$ cat src/rtl/i2c_pkg.sv
// Shared types and constants for the I2C register target.
package i2c_pkg;

    localparam int unsigned BYTE_BITS = 8;
    localparam int unsigned CNT_W     = 4;

    localparam logic ACK  = 1'b0;
    localparam logic NACK = 1'b1;

    typedef enum logic [3:0] {
        IDLE,
        ADDR,
        ADDR_ACK,
        PTR,
        PTR_ACK,
        WDATA,
        WDATA_ACK,
        RDATA,
        RDATA_ACK,
        IGNORE
    } i2c_tgt_state_t;

endpackage

$ cat src/rtl/i2c_line_sync.sv
// SCL/SDA synchroniser with registered edge, START and STOP detection.
module i2c_line_sync #(
    parameter int unsigned SYNC_STAGES = 2
) (
    input  logic clk,
    input  logic rst,
    input  logic scl,
    input  logic sda_in,
    output logic scl_rise,
    output logic scl_fall,
    output logic start_det,
    output logic stop_det,
    output logic sda
);

    logic [SYNC_STAGES-1:0] scl_sync;
    logic [SYNC_STAGES-1:0] sda_sync;
    logic                   scl_cur;
    logic                   sda_cur;
    logic                   scl_prev;
    logic                   sda_prev;

    assign scl_cur = scl_sync[SYNC_STAGES-1];
    assign sda_cur = sda_sync[SYNC_STAGES-1];

    // Chains reset to the idle-bus level so reset release raises no events.
    always_ff @(posedge clk or posedge rst) begin
        if (rst) begin
            scl_sync  <= '1;
            sda_sync  <= '1;
            scl_prev  <= 1'b1;
            sda_prev  <= 1'b1;
            scl_rise  <= 1'b0;
            scl_fall  <= 1'b0;
            start_det <= 1'b0;
            stop_det  <= 1'b0;
            sda       <= 1'b1;
        end else begin
            scl_sync  <= {scl_sync[SYNC_STAGES-2:0], scl};
            sda_sync  <= {sda_sync[SYNC_STAGES-2:0], sda_in};
            scl_prev  <= scl_cur;
            sda_prev  <= sda_cur;
            scl_rise  <= scl_cur & ~scl_prev;
            scl_fall  <= ~scl_cur & scl_prev;
            start_det <= scl_cur & scl_prev & sda_prev & ~sda_cur;
            stop_det  <= scl_cur & scl_prev & ~sda_prev & sda_cur;
            sda       <= sda_cur;
        end
    end

endmodule

$ cat src/rtl/i2c_reg_target.sv
// I2C target bridging bus transactions onto a single-cycle 8-bit register port.
module i2c_reg_target
    import i2c_pkg::*;
#(
    parameter logic [6:0]  DEV_ADDR    = 7'h50,
    parameter int unsigned SYNC_STAGES = 2
) (
    input  logic       clk,
    input  logic       rst,
    input  logic       scl,
    input  logic       sda_in,
    output logic       sda_oe,
    output logic [7:0] reg_addr,
    output logic [7:0] reg_wdata,
    output logic       reg_we,
    output logic       reg_re,
    input  logic [7:0] reg_rdata,
    output logic       busy,
    output logic       addr_hit
);

    logic scl_rise;
    logic scl_fall;
    logic start_det;
    logic stop_det;
    logic sda;

    i2c_line_sync #(
        .SYNC_STAGES(SYNC_STAGES)
    ) u_line_sync (
        .clk      (clk),
        .rst      (rst),
        .scl      (scl),
        .sda_in   (sda_in),
        .scl_rise (scl_rise),
        .scl_fall (scl_fall),
        .start_det(start_det),
        .stop_det (stop_det),
        .sda      (sda)
    );

    i2c_tgt_state_t   state, state_nxt;
    logic [CNT_W-1:0] bit_cnt, bit_cnt_nxt;
    logic [7:0]       rx, rx_nxt;
    logic [7:0]       tx, tx_nxt;
    logic             rw, rw_nxt;
    logic             ack_bit, ack_bit_nxt;
    logic             load_pend, load_pend_nxt;
    logic             sda_oe_nxt;
    logic [7:0]       reg_addr_nxt;
    logic [7:0]       reg_wdata_nxt;
    logic             reg_we_nxt;
    logic             reg_re_nxt;
    logic             busy_nxt;
    logic             addr_hit_nxt;
    logic             byte_done;

    assign byte_done = (bit_cnt == CNT_W'(BYTE_BITS));

    always_ff @(posedge clk or posedge rst) begin
        if (rst) begin
            state     <= IDLE;
            bit_cnt   <= '0;
            rx        <= '0;
            tx        <= '0;
            rw        <= 1'b0;
            ack_bit   <= NACK;
            load_pend <= 1'b0;
            sda_oe    <= 1'b0;
            reg_addr  <= '0;
            reg_wdata <= '0;
            reg_we    <= 1'b0;
            reg_re    <= 1'b0;
            busy      <= 1'b0;
            addr_hit  <= 1'b0;
        end else begin
            state     <= state_nxt;
            bit_cnt   <= bit_cnt_nxt;
            rx        <= rx_nxt;
            tx        <= tx_nxt;
            rw        <= rw_nxt;
            ack_bit   <= ack_bit_nxt;
            load_pend <= load_pend_nxt;
            sda_oe    <= sda_oe_nxt;
            reg_addr  <= reg_addr_nxt;
            reg_wdata <= reg_wdata_nxt;
            reg_we    <= reg_we_nxt;
            reg_re    <= reg_re_nxt;
            busy      <= busy_nxt;
            addr_hit  <= addr_hit_nxt;
        end
    end

    // Bus FSM: sample on SCL rise, act and change SDA on SCL fall.
    always_comb begin
        state_nxt     = state;
        bit_cnt_nxt   = bit_cnt;
        rx_nxt        = rx;
        tx_nxt        = tx;
        rw_nxt        = rw;
        ack_bit_nxt   = ack_bit;
        load_pend_nxt = reg_re;
        sda_oe_nxt    = sda_oe;
        reg_addr_nxt  = reg_addr;
        reg_wdata_nxt = reg_wdata;
        reg_we_nxt    = 1'b0;
        reg_re_nxt    = 1'b0;
        busy_nxt      = busy;
        addr_hit_nxt  = 1'b0;

        // Pointer advances the cycle after a write strobe.
        if (reg_we) begin
            reg_addr_nxt = reg_addr + 8'd1;
        end

        if (stop_det) begin
            state_nxt   = IDLE;
            bit_cnt_nxt = '0;
            sda_oe_nxt  = 1'b0;
            busy_nxt    = 1'b0;
        end else if (start_det) begin
            state_nxt   = ADDR;
            bit_cnt_nxt = '0;
            sda_oe_nxt  = 1'b0;
        end else begin
            if (scl_rise) begin
                case (state)
                    ADDR, PTR, WDATA: begin
                        rx_nxt      = {rx[6:0], sda};
                        bit_cnt_nxt = bit_cnt + CNT_W'(1);
                    end
                    RDATA:     bit_cnt_nxt = bit_cnt + CNT_W'(1);
                    RDATA_ACK: ack_bit_nxt = sda;
                    default: ;
                endcase
            end

            if (scl_fall) begin
                case (state)
                    ADDR: begin
                        if (byte_done) begin
                            bit_cnt_nxt = '0;
                            if (rx[7:1] == DEV_ADDR) begin
                                state_nxt    = ADDR_ACK;
                                rw_nxt       = rx[0];
                                sda_oe_nxt   = 1'b1;
                                addr_hit_nxt = 1'b1;
                                busy_nxt     = 1'b1;
                            end else begin
                                state_nxt  = IGNORE;
                                sda_oe_nxt = 1'b0;
                            end
                        end
                    end
                    ADDR_ACK: begin
                        sda_oe_nxt = 1'b0;
                        if (rw) begin
                            reg_re_nxt = 1'b1;
                            state_nxt  = RDATA;
                        end else begin
                            state_nxt = PTR;
                        end
                    end
                    PTR: begin
                        if (byte_done) begin
                            bit_cnt_nxt  = '0;
                            reg_addr_nxt = rx;
                            sda_oe_nxt   = 1'b1;
                            state_nxt    = PTR_ACK;
                        end
                    end
                    PTR_ACK: begin
                        sda_oe_nxt = 1'b0;
                        state_nxt  = WDATA;
                    end
                    WDATA: begin
                        if (byte_done) begin
                            bit_cnt_nxt   = '0;
                            reg_wdata_nxt = rx;
                            reg_we_nxt    = 1'b1;
                            sda_oe_nxt    = 1'b1;
                            state_nxt     = WDATA_ACK;
                        end
                    end
                    WDATA_ACK: begin
                        sda_oe_nxt = 1'b0;
                        state_nxt  = WDATA;
                    end
                    RDATA: begin
                        if (byte_done) begin
                            bit_cnt_nxt = '0;
                            sda_oe_nxt  = 1'b0;
                            state_nxt   = RDATA_ACK;
                        end else if (bit_cnt != '0) begin
                            tx_nxt     = tx << 1;
                            sda_oe_nxt = ~tx[6];
                        end
                    end
                    RDATA_ACK: begin
                        sda_oe_nxt = 1'b0;
                        if (ack_bit == ACK) begin
                            reg_addr_nxt = reg_addr + 8'd1;
                            reg_re_nxt   = 1'b1;
                            state_nxt    = RDATA;
                        end else begin
                            state_nxt = IGNORE;
                        end
                    end
                    default: ;
                endcase
            end

            // Read data arrives the cycle after reg_re; present its MSB at once.
            if (load_pend && (state == RDATA)) begin
                tx_nxt     = reg_rdata;
                sda_oe_nxt = ~reg_rdata[7];
            end
        end
    end

endmodule

$ cat config.mk
export PLATFORM = sky130hd
export DESIGN_NAME = i2c_reg_target
export DESIGN_NICKNAME = d
export VERILOG_FILES = /design/src/rtl/i2c_pkg.sv /design/src/rtl/i2c_line_sync.sv /design/src/rtl/i2c_reg_target.sv
export SDC_FILE = /design/constraint.sdc
export NUM_CORES = 1
export LEC_CHECK = 0
export ABC_AREA = 1
export CORE_ASPECT_RATIO = 1.75
export CORE_MARGIN = 2
export CORE_UTILIZATION = 51
export CTS_CLUSTER_DIAMETER = 150
export DETAILED_ROUTE_END_ITERATION = 8
export GPL_ROUTABILITY_DRIVEN = 0
export PLACE_DENSITY = 0.81
export SYNTH_ARGS = -nofsm -noshare
export SYNTH_HDL_FRONTEND = slang
export SYNTH_SLANG_ARGS = --single-unit
$ cat constraint.sdc
create_clock -name clk -period 1.6 [get_ports clk]
set_clock_uncertainty 0.15 [all_clocks]
set_input_delay 0.24 -clock clk [delete_from_list [all_inputs] [get_ports clk]]
set_output_delay 0.24 -clock clk [all_outputs]
set_load 0.03 [all_outputs]
==> results of run 1 <==
[metal layers]
layer / vias up / global-route usage / wire length [um]
li1: 1343 / - / -
met1: 1370 / 0.261 / 2800
met2: 113 / 0.463 / 4720
met3: 58 / 0.0566 / 368
met4: 0 / 0.189 / 594
met5: - / 0 / 0
[flip-flops by register name, summed over array words and instances (netlist names), 2 cells and up]
register / cells
bit_cnt: 4
u_line_sync.sda_sync: 2
u_line_sync.scl_sync: 2
state: 4
reg_addr: 8
reg_wdata: 8
rx: 8
tx: 7
[how the worst max path moves through the flow]
stage	start	endpoint	cells past startpoint
CTS	bit_cnt[0]$_DFF_PP0_	state[3]$_DFFE_PP0P_	13
finish	state[0]$_DFFE_PP0P_	state[3]$_DFFE_PP0P_	10
global route	state[1]$_DFFE_PP0P_	state[2]$_DFFE_PP0P_	10
floorplan	bit_cnt[0]$_DFF_PP0_	state[3]$_DFFE_PP0P_	13
detailed placement	bit_cnt[0]$_DFF_PP0_	state[3]$_DFFE_PP0P_	13
global placement	bit_cnt[0]$_DFF_PP0_	state[3]$_DFFE_PP0P_	13
[power by group]
group / switching (uW) / internal, uW
combinational: 1900 / 1190
sequential: 320 / 1750
clock: 621 / 604
total: 2850 / 3550
[worst max-delay path, stage by stage, from the launching register on]
cell and delay (ns):
dfrtp_2 0.49, nor2_4 0.14, nand3_1 0.15, buf_4 0.20
o21ai_2 0.12, inv_1 0.07, nand2_1 0.11, nand2_1 0.07
nor2_1 0.09, nand2_1 0.07, nand2_1 0.07
[cells in the mapped netlist (all sizes together)]
cell type  count
nor2          42
xor2           5
o22ai         10
nand2        111
a31oi          1
o21ai         45
ha             3
nand3         21
and2           1
o211ai         3
clkinv         3
dfstp          7
a21oi          4
inv           50
xnor2          1
dfrtp         50
buf            3
nand4          4
nor3           8
mux2i          1
[final cells by class]
| class | count | area [um^2] | area share |
|---|---|---|---|
| Multi-Input combinational cell | 260 | 1590 | 0.388 |
| Sequential cell | 57 | 1440 | 0.352 |
| Timing Repair Buffer | 63 | 571 | 0.139 |
| Inverter | 53 | 219 | 0.0534 |
| Clock buffer | 10 | 138 | 0.0336 |
| Tap cell | 78 | 97.6 | 0.0238 |
| Clock inverter | 6 | 42.5 | 0.0104 |
[per-stage QoR]
step	instance area [um^2]	cells
finish	4100	527
CTS	3920	525
floorplan	3030	373
detailed placement	3630	505
global placement	3630	505
global route	4100	527
[repair_timing]
item / CTS / global route
setup buffers: 4 / 2
pin swaps: 8 / 11
endpoints found under the setup margin: 60 / 47
gates resized for setup: 51 / 46
[logic make-up (layout without fill, tap and decap cells)]
kind of cell | after synthesis | after routing | share of synthesized area
buffers and inverters | 56 | 132 | 0.0746
multiplexers | 1 | 1 | 0.00332
AND/OR/NAND/NOR | 187 | 187 | 0.290
flip-flops | 57 | 57 | 0.476
adder cells (fa/ha/maj) | 3 | 3 | 0.0124
XOR/XNOR | 6 | 6 | 0.0174
AO/OA/AOI/OAI | 63 | 63 | 0.127
==> flow_metrics.py, run 1 <==
metrics = {
    "placed_design": {
        "portBuffers": 32,
        "hpwl_um": 5460,
        "pre_cts_slack_ns": -0.107,
    },
    "cts": {
        "hold_buffers": 0,
        "htreeDepth": 3,
        "max-clock-path-buffers": 2,
        "clock_sinks": 57,
        "clk_latency_ns": 0.35,
        "numCtsBuffers": 9,
        "cts_tree": "yes",
        "path_clk_slew_ns": 0.07,
        "ctsRootBufferMaster": "clkbuf_8",
    },
    "power": {
        "p_leak_uw": 0.00201,
        "total_power_uw": 6390,
        "peakVddDrop_mv": 1.01,
        "powerDensity_mw_per_mm2": 1560,
    },
    "sta": {
        "worst_slew_pin_slew_ns": 0.310,
        "finalCritPeriodShare": 1.12,
        "hold_viol": 0,
        "setup_ws_ns": -0.188,
        "max_clock_freq_mhz": 559,
        "rsz0062_at_grt": "true",
        "fin_setup_tns_ns": -2.30,
        "finalSetupViolations": 33,
        "slew_headroom": 0.793,
        "holdWs_ns": 0.150,
        "final_max_slew_viol_count": 0,
        "period_needed_ns": 1.79,
    },
    "worst_setup_path": {
        "reg2reg_depth": 10,
        "r2r_slack_ns": -0.19,
        "cp.required_ns": 1.74,
        "cp_data_arrival_time_ns": 1.92,
        "worstSetupPathType": "flip-flop to flip-flop",
        "timing.rr.end": "state[3]$_DFFE_PP0P_",
        "crit_fanout": 5,
        "timing.rr.start": "state[0]$_DFFE_PP0P_",
        "worst_setup_path_start_kind": "flip-flop",
        "endpoint_kind": "flip-flop",
    },
    "floorplanning": {
        "coreArea_mm2": 0.00579,
        "io_pins": 33,
        "die_area_mm2": 0.00657,
        "fp.dieW_um": 62.2,
        "die_h_um": 106,
        "initial_core_util": 0.522,
        "row_count": 37,
    },
    "route": {
        "wl_per_cell_um": 16.1,
        "final_antenna_net_count": 0,
        "drtPass1Iterations": 5,
        "vias_per_cell": 5.47,
        "drtIter0Drc": 173,
        "num_vias": 2884,
        "drt_wl_total_um": 8480,
        "drc": 0,
    },
    "yosys": {
        "yosysWarnings": 0,
        "synth.net_count": 388,
        "synth_cells": 373,
        "netlist_area_mm2": 0.00302,
        "yosysSeqAreaShare": 0.476,
        "yosys.area.top_type_share": 0.415,
        "ys_top_cells_by_area": "dfrtp_1, nand2_1, dfstp_2",
        "syn_avg_cell_area_um2": 8.09,
        "ys_ff_latch": 57,
        "yosys.cell_types.count": 33,
        "yosys.area.top_type": "dfrtp_1",
    },
    "global_routing": {
        "grt_remaining_overflow": 0,
        "grt_max_degree": 36,
        "grt_usage": 0.259,
        "first_global_vias": 2954,
        "antenna_found_initial": 0,
        "grt_pass1_wl_um": 13300,
    },
    "worst_hold_path": {
        "holdCritStartpoint": "sda_in",
        "min_path_cells": 1,
        "min_to": "u_line_sync.sda_sync[0]$_DFF_PP1_",
        "hold_class": "input pin to flip-flop",
    },
    "final_layout": {
        "layout_commonest_cell": "nand2_1",
        "fillCellCount": 415,
        "syn2layout_area_growth_pct": 35.9,
        "antenna_cells": 0,
        "final_core_util": 0.709,
        "layout-drive-gt1-share": 0.332,
        "final_cell_mix": "nand2_1, dfrtp_1, inv_1",
        "layout.nets": 459,
    },
    "status": {
        "outcome": "complete, but fails checks",
        "failed_checks": "negative setup slack",
    },
    "flow_run": {
        "drv_cap": 0,
    },
}
Power figures use the tool's default switching activity.
==> run 2, diff against run 1 <==
--- a/config.mk
+++ b/config.mk
@@ -6,9 +6,11 @@
 export NUM_CORES = 1
 export LEC_CHECK = 0
 export ABC_AREA = 1
+export CELL_PAD_IN_SITES_DETAIL_PLACEMENT = 0
+export CELL_PAD_IN_SITES_GLOBAL_PLACEMENT = 1
 export CORE_ASPECT_RATIO = 1.75
 export CORE_MARGIN = 2
-export CORE_UTILIZATION = 51
+export CORE_UTILIZATION = 38
 export CTS_CLUSTER_DIAMETER = 150
 export DETAILED_ROUTE_END_ITERATION = 8
 export GPL_ROUTABILITY_DRIVEN = 0
==> run 2 against run 1 <==
Compared with the run above: the flow still finishes with violations (negative setup slack); first-iteration DRC count fell by 18%; hold slack improved by 0.015 ns; worst setup slack improved by 0.078 ns; highest routed layer unchanged.
==> flow_metrics.py, run 2 (same netlist as run 1, synthesis figures left out) <==
metrics = {
    "status": {
        "outcome": "complete, but fails checks",
        "failed_checks": "negative setup slack",
    },
    "route": {
        "highest_layer": "met4",
        "final_antenna_net_count": 0,
        "met3RoutedLength_um": 251,
        "wl_met2_um": 4290,
        "vias_per_cell": 4.95,
        "drtPass1Iterations": 4,
        "drc": 0,
        "wl_per_cell_um": 14.3,
        "drtIter0Drc": 142,
        "wl_met1_um": 3150,
        "drt_wl_total_um": 8010,
        "num_vias": 2775,
    },
    "floorplanning": {
        "io_pins": 33,
        "fp.dieW_um": 71.4,
        "initial_core_util": 0.387,
        "die_h_um": 122,
        "die_area_mm2": 0.00870,
        "coreArea_mm2": 0.00780,
        "row_count": 43,
    },
    "final_layout": {
        "layout_commonest_cell": "nand2_1",
        "layout-drive-gt1-share": 0.361,
        "reg.largest.list": "reg_addr x8, reg_wdata x8, rx x8",
        "syn2layout_area_growth_pct": 47.5,
        "final_cells": 561,
        "multiInputGateArea_mm2": 0.00162,
        "fillCellCount": 700,
        "final_core_util": 0.570,
        "layout.nets": 481,
        "antenna_cells": 0,
        "final_cell_mix": "nand2_1, buf_4, dfrtp_1",
        "regArea_mm2": 0.00144,
    },
    "worst_setup_path": {
        "cpPeakStageDelay_ns": 0.38,
        "crit_path_cell_trace": "inv_2, ha_4, nand3_4, buf_4, nand3_1, nand2_2, nor2_4, inv_2, nand2_1, nand2_1",
        "crit_fanout": 7,
        "worst_setup_path_start_kind": "flip-flop",
        "cp_data_arrival_time_ns": 1.78,
        "reg2reg_depth": 10,
        "endpoint_kind": "flip-flop",
        "slowest_stage": "dfrtp_1",
        "worstSetupPathType": "flip-flop to flip-flop",
        "cp.required_ns": 1.67,
    },
    "global_routing": {
        "grt_usage": 0.196,
        "grt_remaining_overflow": 0,
        "first_global_vias": 2783,
        "antenna_found_initial": 0,
        "grt_max_degree": 58,
        "grt_pass1_wl_um": 12900,
    },
    "cts": {
        "max-clock-path-buffers": 2,
        "htreeDepth": 3,
        "ctsRootBufferMaster": "clkbuf_16",
        "hold_buffers": 0,
        "clk_latency_ns": 0.33,
        "path_clk_slew_ns": 0.05,
        "clock_sinks": 57,
        "cts_tree": "yes",
        "numCtsBuffers": 9,
    },
    "sta": {
        "max_clock_freq_mhz": 585,
        "finalSetupViolations": 25,
        "worst_slew_pin_slew_ns": 0.311,
        "slew_headroom": 0.793,
        "period_needed_ns": 1.71,
        "setup_ws_ns": -0.110,
        "hold_viol": 0,
        "final_max_slew_viol_count": 0,
        "rsz0062_at_grt": "true",
        "finalCritPeriodShare": 1.07,
    },
    "power": {
        "powerDensity_mw_per_mm2": 1630,
        "peakVddDrop_mv": 0.801,
        "p_leak_uw": 0.00222,
    },
    "placed_design": {
        "portBuffers": 32,
        "hpwl_um": 5460,
        "place_inst": 529,
    },
    "worst_hold_path": {
        "hold_class": "input pin to flip-flop",
        "min_path_cells": 1,
    },
    "flow_run": {
        "drv_cap": 0,
    },
}
==> run 2: changes by cell type in the layout (fill, tap and decap cells not counted), sizes merged, moves of 2 or more <==
cell / before / now
buf: 32 / 53
clkbuf: 10 / 13
clkdlybuf4s15: 3 / 1
clkinvlp: 4 / 2
dlygate4sd2: 17 / 19
==> run 2: repair_timing <==
item                       in CTS  in global routing
resized for setup              72                 36
pin swaps                      22                  7
setup endpoints to repair      52                 46
hold endpoints to repair        0                  0
cloned                          0                  1
buffers inserted               11                  5
==> run 2: final timing paths <==
check	from	end	slack (ns)
max in group asynchronous	rst	ack_bit$_DFFE_PP1P_	0.82
max reg2reg	bit_cnt[0]$_DFF_PP0_	state[1]$_DFFE_PP0P_	-0.11
max	bit_cnt[0]$_DFF_PP0_	state[1]$_DFFE_PP0P_	-0.11
min reg2reg	u_line_sync.scl_sync[0]$_DFF_PP1_	u_line_sync.scl_sync[1]$_DFF_PP1_	0.20
min	scl	u_line_sync.scl_sync[0]$_DFF_PP1_	0.16
min in group asynchronous	rst	bit_cnt[1]$_DFF_PP0_	0.19
==> run 2: power by group <==
part	internal, uW	switching (uW)	total (uW)
sequential	1760	302	2060
combinational	1370	1920	3290
clock	1280	644	1930
==> run 2: routing by layer <==
| metal | vias to the layer above | GRT usage |
|---|---|---|
| met2 | 49 | 0.345 |
| met5 | - | 0 |
| met1 | 1315 | 0.206 |
| met4 | 0 | 0.114 |
| li1 | 1385 | - |
| met3 | 26 | 0.0505 |
==> run 2: worst max-delay path, delay by kind of cell, from the launching register on <==
family	cells	cell delay [ns]
DFF	1	0.38
and+or+nand+nor	6	0.60
buffers and inverters	3	0.31
adders and majority gates	1	0.15
==> run 2: stage by stage <==
step	area, um^2	setup WS [ns]	total power, uW	TNS (ns)	hold slack (ns)
after floorplan	3030	-0.0297	3630	-0.0578	0.0945
final	4450	-0.110	7270	-1.50	0.165
after global routing	4450	-0.235	7700	-4.36	0.174
after CTS	4300	-0.0827	7000	-0.646	0.157
after detailed placement	3740	-0.136	4570	-2.50	0.197
after global placement	3740	-0.0991	4530	-1.72	0.196
==> run 2: layout make-up <==
class                      count  share of cell area
multi-input combinational    261               0.365
timing repair buffer          84               0.169
clock buffer                  13              0.0585
sequential                    57               0.324
inverter                      53              0.0486
clock inverter                 3             0.00900
tap                           90              0.0253
